<file path="src/rtl/jump_redirect_unit.sv">
// ID-stage J/JAL/JR/JALR resolver with a circular return-address stack; every output is registered (1-cycle latency).
// There is no backpressure: a stall or flush suppresses only the current cycle's action, and pulses last exactly one cycle.
module jump_redirect_unit #(
  parameter int ADDR_W    = 32,
  parameter int RAS_DEPTH = 4,
  parameter bit WORD_ADDR = 1'b1
) (
  input  logic                         clk,
  input  logic                         rst_n,
  input  logic                         id_valid,
  input  logic                         stall,
  input  logic                         flush,
  input  logic [31:0]                  id_instr,
  input  logic [ADDR_W-1:0]            id_pc,
  input  logic [ADDR_W-1:0]            id_rs_data,
  output logic                         redirect_valid,
  output logic [ADDR_W-1:0]            redirect_pc,
  output logic                         link_valid,
  output logic [4:0]                   link_reg,
  output logic [ADDR_W-1:0]            link_addr,
  output logic                         ras_mispredict,
  output logic [$clog2(RAS_DEPTH):0]   ras_count,
  output logic                         ras_empty,
  output logic                         ras_full,
  output logic [15:0]                  mispredict_cnt
);
  localparam int PTR_W = $clog2(RAS_DEPTH);
  localparam int CNT_W = PTR_W + 1;
  localparam logic [PTR_W-1:0] PTR_ONE = 1;
  localparam logic [CNT_W-1:0] CNT_ONE = 1;
  localparam logic [CNT_W-1:0] DEPTH_C = CNT_W'(RAS_DEPTH);

  logic [ADDR_W-1:0] r_ras [RAS_DEPTH];
  logic [PTR_W-1:0]  r_ptr;
  logic [CNT_W-1:0]  r_count;
  logic              r_redirect_valid;
  logic [ADDR_W-1:0] r_redirect_pc;
  logic              r_link_valid;
  logic [4:0]        r_link_reg;
  logic [ADDR_W-1:0] r_link_addr;
  logic              r_mispredict;
  logic [15:0]       r_mispredict_cnt;

  logic              w_act;
  logic [5:0]        w_opcode;
  logic [5:0]        w_funct;
  logic [4:0]        w_rs;
  logic [4:0]        w_rd;
  logic              w_is_j;
  logic              w_is_jal;
  logic              w_is_jr;
  logic              w_is_jalr;
  logic              w_ret;
  logic [27:0]       w_low;
  logic [ADDR_W-1:0] w_jtarget;
  logic [ADDR_W-1:0] w_top;

  logic              w_wr_en;
  logic [PTR_W-1:0]  w_wr_idx;
  logic [PTR_W-1:0]  w_ptr_nxt;
  logic [CNT_W-1:0]  w_cnt_nxt;
  logic              w_redir_vld;
  logic [ADDR_W-1:0] w_redir_pc;
  logic              w_link_vld;
  logic [4:0]        w_link_reg;
  logic [ADDR_W-1:0] w_link_addr;
  logic              w_mispred;

  assign w_act     = id_valid & ~stall & ~flush;
  assign w_opcode  = id_instr[31:26];
  assign w_funct   = id_instr[5:0];
  assign w_rs      = id_instr[25:21];
  assign w_rd      = id_instr[15:11];
  assign w_is_j    = (w_opcode == 6'b000010);
  assign w_is_jal  = (w_opcode == 6'b000011);
  assign w_is_jr   = (w_opcode == 6'b000000) && (w_funct == 6'b001000);
  assign w_is_jalr = (w_opcode == 6'b000000) && (w_funct == 6'b001001);
  assign w_ret     = (w_is_jr | w_is_jalr) && (w_rs == 5'd31);
  assign w_top     = r_ras[r_ptr - PTR_ONE];

  assign w_low = WORD_ADDR ? {2'b00, id_instr[25:0]} : {id_instr[25:0], 2'b00};

  // With a 28-bit PC there is no region field to splice in.
  generate
    if (ADDR_W > 28) begin : g_region
      assign w_jtarget = {id_pc[ADDR_W-1:28], w_low};
    end else begin : g_noregion
      assign w_jtarget = w_low;
    end
  endgenerate

  always_comb begin
    w_wr_en     = 1'b0;
    w_wr_idx    = r_ptr;
    w_ptr_nxt   = r_ptr;
    w_cnt_nxt   = r_count;
    w_redir_vld = 1'b0;
    w_redir_pc  = r_redirect_pc;
    w_link_vld  = 1'b0;
    w_link_reg  = r_link_reg;
    w_link_addr = r_link_addr;
    w_mispred   = 1'b0;
    if (w_act) begin
      if (w_is_j || w_is_jal) begin
        w_redir_vld = 1'b1;
        w_redir_pc  = w_jtarget;
      end
      if (w_is_jal) begin
        w_link_vld  = 1'b1;
        w_link_reg  = 5'd31;
        w_link_addr = id_pc;
        w_wr_en     = 1'b1;
        w_ptr_nxt   = r_ptr + PTR_ONE;
        w_cnt_nxt   = (r_count == DEPTH_C) ? r_count : r_count + CNT_ONE;
      end
      if (w_is_jr || w_is_jalr) begin
        w_redir_vld = 1'b1;
        w_redir_pc  = id_rs_data;
        if (w_ret && (r_count != '0)) begin
          if (w_top == id_rs_data) w_redir_pc = w_top;
          else                     w_mispred  = 1'b1;
          // JALR $31,$31: pop and push collapse into overwriting the top slot.
          if (w_is_jalr && (w_rd == 5'd31)) begin
            w_wr_en  = 1'b1;
            w_wr_idx = r_ptr - PTR_ONE;
          end else begin
            w_ptr_nxt = r_ptr - PTR_ONE;
            w_cnt_nxt = r_count - CNT_ONE;
          end
        end else if (w_ret && w_is_jalr && (w_rd == 5'd31)) begin
          w_wr_en   = 1'b1;
          w_ptr_nxt = r_ptr + PTR_ONE;
          w_cnt_nxt = CNT_ONE;
        end
        if (w_is_jalr && (w_rd != 5'd0)) begin
          w_link_vld  = 1'b1;
          w_link_reg  = w_rd;
          w_link_addr = id_pc;
        end
      end
    end
  end

  always_ff @(posedge clk or negedge rst_n) begin
    if (!rst_n) begin
      for (int i = 0; i < RAS_DEPTH; i++) r_ras[i] <= '0;
      r_ptr            <= '0;
      r_count          <= '0;
      r_redirect_valid <= 1'b0;
      r_redirect_pc    <= '0;
      r_link_valid     <= 1'b0;
      r_link_reg       <= '0;
      r_link_addr      <= '0;
      r_mispredict     <= 1'b0;
      r_mispredict_cnt <= '0;
    end else begin
      if (w_wr_en) r_ras[w_wr_idx] <= id_pc;
      r_ptr            <= w_ptr_nxt;
      r_count          <= w_cnt_nxt;
      r_redirect_valid <= w_redir_vld;
      r_redirect_pc    <= w_redir_pc;
      r_link_valid     <= w_link_vld;
      r_link_reg       <= w_link_reg;
      r_link_addr      <= w_link_addr;
      r_mispredict     <= w_mispred;
      if (w_mispred && (r_mispredict_cnt != 16'hFFFF))
        r_mispredict_cnt <= r_mispredict_cnt + 16'd1;
    end
  end

  assign redirect_valid = r_redirect_valid;
  assign redirect_pc    = r_redirect_pc;
  assign link_valid     = r_link_valid;
  assign link_reg       = r_link_reg;
  assign link_addr      = r_link_addr;
  assign ras_mispredict = r_mispredict;
  assign ras_count      = r_count;
  assign ras_empty      = (r_count == '0);
  assign ras_full       = (r_count == DEPTH_C);
  assign mispredict_cnt = r_mispredict_cnt;
endmodule
</file>
<file path="config.mk">
export PLATFORM = sky130hd
export DESIGN_NAME = jump_redirect_unit
export DESIGN_NICKNAME = d
export VERILOG_FILES = /design/src/rtl/jump_redirect_unit.sv
export SDC_FILE = /design/constraint.sdc
export NUM_CORES = 1
export LEC_CHECK = 0
export ABC_CLOCK_PERIOD_IN_PS = 2700
export CAP_MARGIN = 40
export CORE_AREA = 8 8 179 181
export CTS_CLUSTER_DIAMETER = 50
export CTS_CLUSTER_SIZE = 12
export DETAILED_ROUTE_END_ITERATION = 6
export DIE_AREA = 0 0 187 189
export PLACE_DENSITY_LB_ADDON = 0.15
export SYNTH_ARGS = -nofsm -noshare
export SYNTH_HDL_FRONTEND = slang
export SYNTH_SLANG_ARGS = --single-unit
</file>
<file path="constraint.sdc">
create_clock -name clk -period 2.7 [get_ports clk]
set_input_delay 0.54 -clock clk [delete_from_list [all_inputs] [get_ports clk]]
set_output_delay 0.54 -clock clk [all_outputs]
set_load 0.05 [all_outputs]
</file>
[Word level (Yosys, flattened, before mapping)]
Index checks and enable logic that the tools add are counted.
Word-level totals
  register bits: 221
  ROM bits: 0
  latch bits: 0
  memories: 0
  output and inout port bits: 93
  bits of input ports: 101
  RAM bits: 0
Operators by class
  $lt $le $gt $ge: 3
  shifts and indexed selects: 0
  multiplexer cells: 47
  equality and inequality tests: 9
  multipliers: 0
  bitwise operators: 7
  divide/modulo/power cells: 0
  add/sub/neg operators: 5
  reduce and logical (&&, ||, !) cells: 18
Operator list (count)
  $mux 32: 10
  $bwmux 128: 1
  $bmux 32 s2: 1
  $demux 32 s2: 1
  $eq 32x32->1: 1
  $mux 2: 9
  $mux 3: 6
  $add 16x1->16 const B: 1
  $mux 1: 16
  $ne 16x16->1 const B: 1
  $mux 5: 3
  $eq 6x2->1 const B: 2
  $eq 6x4->1 const B: 2
  $eq 5x5->1 const B: 2
  $logic_and 1x1->1: 10
  $ge 3x3->1 const B: 2
  $logic_not 6->1: 1
  $not 2->3: 2
  $reduce_bool 5->1: 1
  $add 3x1->3 const B: 1
  $eq 3x3->1 const B: 1
  $logic_not 3->1: 1
  $lt 3x1->1 const B: 1
  $reduce_bool 3->1: 1
  9 further kinds: 12

[Longest topological paths before layout]
Gate-level depths: netlist (run 1).
  depth in word-level cells: 14
  depth in mapped cells: 11
  gate-level depth less buffers: 9

[Least setup slack after synthesis (run 1)]
Ideal clock, no wire load.
  kind: flip-flop to flip-flop
  from: register r_count[0], in the netlist ras_count[0]
  to: register r_ras[85] (netlist name)
  arrival: 2786 ps
  library setup time: 125 ps
  path slack: -211 ps
  cell stages (with the launch flop): 11
  path through: dfrtp_1 > inv_1 > ha_1 > nand2_1 > inv_1 > nor3_2 > nand3_1 > and3b_1 > o21ai_2 > buf_2 > mux2_2
Between the ends
  longest elaborated chain between the ends: 11
Ends and longest elaborated chain
  start, declared: line 35  | logic [CNT_W-1:0] r_count;
  start signal, assigned: line 159  | r_count <= w_cnt_nxt;
  $reduce_bool 3->1 (*): line 119  | if (w_ret && (r_count != '0)) begin
  $logic_and 1x1->1 (*): line 119
  $mux 2: line 119
  $mux 2: line 116  | if (w_is_jr || w_is_jalr) begin
  $mux 2: line 103  | if (w_act) begin
  $not 2->3 (not written as such): line 157  | if (w_wr_en) r_ras[w_wr_idx] <= id_pc;
  $ge 3x3->1 (not written as such) or $lt 3x1->1 (tied branches): line 157
  $logic_and 1x1->1 (not written as such): line 157
  $mux 32 (not written as such): line 157
  $demux 32 s2: line 157
  $bwmux 128: line 157
  end signal, assigned by index: line 157
  end, declared: line 33  | logic [ADDR_W-1:0] r_ras [RAS_DEPTH];
Mark *: on every way between the ends. The rest lies on a longest branch, timed or not.
A chain may end at the register's enable or synchronous reset.

[Worst setup path in the final report (run 1)]
  from: register r_ptr[0]
  to: register r_mispredict_cnt[1], in the netlist mispredict_cnt[1]
Between the ends
  longest elaborated chain between the ends: 11
Ends and longest elaborated chain
  start, declared: line 34  | logic [PTR_W-1:0] r_ptr;
  start signal, assigned: line 158  | r_ptr <= w_ptr_nxt;
  $sub 2x1->2: line 79  | assign w_top = r_ras[r_ptr - PTR_ONE];
  $not 2->3 (not written as such): line 79
  $bmux 32 s2: line 79
  $mux 32 (not written as such) (2 in series): line 79
  $eq 32x32->1: line 120  | if (w_top == id_rs_data) w_redir_pc = w_top;
  $mux 1: line 120
  $mux 1: line 119
  $mux 1: line 116
  $mux 1: line 103
  $logic_and 1x1->1: line 166  | if (w_mispred && (r_mispredict_cnt != 16'hFFFF))
  end signal, assigned: line 167  | r_mispredict_cnt <= r_mispredict_cnt + 16'd1;
  end, declared: line 42  | logic [15:0] r_mispredict_cnt;
Every way passes these cells. The select of a mux whose other input is x is not followed.

==> results.sh, run 1 <==
export IMPL_grt_max_degree=74
export IMPL_clk_latency_ns=0.54
export IMPL_rrSetupSlack_ns=0.005
export IMPL_skew_ns=0.0190
export IMPL_drt_iter0_drc=428
export IMPL_syn_inst=799
export IMPL_yosysSeqAreaShare_pct=55.2
export IMPL_status="finished clean"
export IMPL_finalCriticalPeriod_ns=2.69
export IMPL_cts_buffer_depth=3
export IMPL_via_per_inst=4.95
export IMPL_tightest_slew_ns=0.618
export IMPL_vias=7317
export IMPL_grt_pass1_wl_um=46400
export IMPL_place_port_buffers=193
export IMPL_p_int_uw=6550
export IMPL_synth_seq_cells=221
export IMPL_totalPowerFinal_uw=8760
export IMPL_cts_root_buf="clkbuf_16"
export IMPL_wire_per_inst_um=20.2
export IMPL_die_x_um=187
export IMPL_place_gp_congestion=0.815
export IMPL_synthesis_nets=904
export IMPL_fill_cells=2652
export IMPL_seqCellArea_um2=5530
export IMPL_place_hpwl_um=21900
export IMPL_clkPwrFrac_pct=47.3
export IMPL_worstPathRequired_ns=3.13
export IMPL_totalWireLength_um=29900
export IMPL_first_global_vias=7659
export IMPL_endpoint="mispredict_cnt[1]"
export IMPL_antenna_found_initial=0
export IMPL_reg2reg_depth=10
export IMPL_combPwrFrac_pct=12.8
export IMPL_rows=63
export IMPL_critPathMaxFanout=15
export IMPL_yosysTopAreaCellShare_pct=55.2
export IMPL_ant_nets=0
export IMPL_regMostFlops="r_ras"
export IMPL_largest_reg_flops=128
export IMPL_drv_cap=0
export IMPL_dieArea_um2=35300
export IMPL_critPathLaunch="r_ptr[0]"
export IMPL_multiInputGateArea_um2=4350
export IMPL_synthTopCellsByArea="dfrtp_1 55%, mux2_2 14%, mux4_2 7.2%"
export IMPL_ir_worst_vdd_mv=0.484
export IMPL_swShare_pct=25.2
export IMPL_drc_errors=0
export IMPL_coreArea_um2=29200
export IMPL_setup_viol=0
export IMPL_antenna_cells=0
export IMPL_power_switching_uw=2210
export IMPL_crit_path_end_kind="flop"
export IMPL_finalHoldViolations=0
export IMPL_synth_area_um2=10000
export IMPL_die_h_um=189
export IMPL_rr_endpoint="mispredict_cnt[1]"
export IMPL_reg2reg_from="r_ptr[0]"
export IMPL_numClockSinks=221
export IMPL_fmax_mhz=371
export IMPL_slew_violations=0
export IMPL_synthFlopType="dfrtp_1"
export IMPL_start_util_pct=34.2
export IMPL_rsz0062_at_grt="yes"
export IMPL_clkTransAtPathRegs_ns=0.06
export IMPL_grt_use_total_pct=16.6
export IMPL_async_reset_ff_share_pct=100
export IMPL_synthTopCellsByCount="221 x dfrtp_1, 125 x mux2_2, 123 x nand2_1"
export IMPL_dp_slack_ns=-0.595
export IMPL_critPathKind="flop to flop"
export IMPL_cts_tree="yes"
export IMPL_fin_nets=1173
export IMPL_gr_total_overflow=0
export IMPL_cts_buffers=30
export IMPL_area_growth_pct=42.5
export IMPL_ys_warn_count=0
export IMPL_yosys_cell_types_count=44
export IMPL_finalWorstSetupSlack_ns=0.00521
export IMPL_avgSynthCellArea_um2=12.5
export IMPL_slew_headroom_pct=58.8
export IMPL_yosysMostFrequentCell="dfrtp_1"
export IMPL_synth_edf_count=0
export IMPL_p_per_area_nw_per_um2=614
export IMPL_htree_levels=1
export IMPL_yosysTopAreaCell="dfrtp_1"
export IMPL_crit_path_start_kind="flop"
export IMPL_finalCritPeriodShare_pct=99.8
export IMPL_p_leak_uw=0.00662
export IMPL_arrival_ns=3.12
export IMPL_drt_pass1_iter_count=4
export IMPL_worstHoldPathType="flop to flop"
export IMPL_p_seq_share_pct=39.8
export IMPL_drive_above_1_share_pct=29.8
export IMPL_io_pins=194
-- power groups by stage --
| stage | registers, uW | logic [uW] | clock network [uW] |
|---|---|---|---|
| finish | 3490 | 1120 | 4140 |
| global route | 3500 | 1200 | 4390 |
| CTS | 3490 | 1130 | 4260 |
| detailed placement | 3550 | 1100 | 0 |
| global placement | 3540 | 1100 | 0 |
| floorplan | 3840 | 221 | 0 |
-- worst max-delay path, stage by stage, from the launching register on --
cell	delay (ns)
dfrtp_2	0.47
buf_12	0.15
buf_16	0.12
buf_6	0.09
mux4_2	0.55
xnor2_1	0.15
nand4_1	0.16
nor4_4	0.07
a221oi_2	0.27
buf_6	0.21
mux2_2	0.35
-- cell usage in the layout (no fill, tap or decap), types with 14 or more instances in the layout --
cell type | netlist | final
clkbuf_16 | 0 | 30
o22ai_1 | 20 | 20
clkdlybuf4s50_1 | 0 | 190
a21oi_1 | 30 | 30
nand4_1 | 14 | 14
xnor2_1 | 46 | 38
buf_4 | 5 | 71
mux4_2 | 32 | 32
mux2_2 | 125 | 124
nand2_1 | 123 | 121
o21ai_0 | 25 | 25
nor2_1 | 29 | 29
dfrtp_1 | 221 | 218
-- worst min path at each step --
stage	from	to	cells past startpoint
3_5_place_dp	link_addr[15]	link_addr[15]	2
2_1_floorplan	rst_n	link_addr[0]	0
5_1_grt	redirect_pc[19]	redirect_pc[19]	2
6_report	link_addr[2]	link_addr[2]	2
3_3_place_gp	link_addr[12]	link_addr[12]	2
4_1_cts	link_addr[26]	link_addr[26]	2
-- kinds of logic after synthesis --
family / Yosys count / share of synthesized area [%]
AND/OR/NAND/NOR: 218 / 10.1
multiplexers: 162 / 21.8
XOR/XNOR: 48 / 4.20
adder cells (fa/ha/maj): 4 / 0.500
flip-flops: 221 / 55.2
AO/OA/AOI/OAI: 94 / 5.57
buffers and inverters: 52 / 2.56
-- timing repair --
| action | 4_1_cts | 5_1_grt |
|---|---|---|
| endpoints found under the hold margin | 13 | 0 |
| resized for setup | 12 | 11 |
| pin swaps | 5 | 3 |
| setup endpoints to repair | 38 | 66 |
| gates cloned | 1 | 0 |
| hold buffers | 1 | 0 |
| buffers inserted | 5 | 4 |
-- layer usage --
| layer | track usage [%] | vias to the layer above | routed length, um |
|---|---|---|---|
| met5 | 0 | - | 0 |
| met4 | 3.82 | 0 | 529 |
| met3 | 3.29 | 32 | 1540 |
| met2 | 26.6 | 186 | 13800 |
| met1 | 23.0 | 3691 | 14000 |
| li1 | - | 3408 | - |
-- stage by stage --
| step | hold slack (ns) | instances | setup TNS [ns] | instance area (um^2) | utilization (%) |
|---|---|---|---|---|---|
| floorplan | 0.244 | 799 | 0 | 10100 | - |
| global placement | 0.457 | 1415 | -70.70 | 13000 | 44.3 |
| detailed placement | 0.462 | 1415 | -78.58 | 13000 | 44.3 |
| CTS | 0.476 | 1475 | -0.0104 | 14200 | 48.4 |
| global route | 0.497 | 1479 | -1.12 | 14300 | 48.8 |
| finish | 0.473 | 1479 | 0 | 14300 | 48.8 |
-- area by class of cell --
type | count | share of cell area, %
flip-flops and latches | 221 | 38.8
multi-input cells | 526 | 30.5
repair buffers | 283 | 19.6
clock buffers | 37 | 5.80
well taps | 390 | 3.42
clock inverters | 16 | 1.71
inverters | 6 | 0.184
Power figures use the tool's default switching activity.
==> run 2, diff against run 1 <==
--- a/config.mk
+++ b/config.mk
@@ -6,7 +6,7 @@
 export NUM_CORES = 1
 export LEC_CHECK = 0
 export ABC_CLOCK_PERIOD_IN_PS = 2700
-export CAP_MARGIN = 40
+export CAP_MARGIN = 20
 export CORE_AREA = 8 8 179 181
 export CTS_CLUSTER_DIAMETER = 50
 export CTS_CLUSTER_SIZE = 12
==> results of run 2 <==
No change in the layout: final DEF, timing and power equal those of run 1.
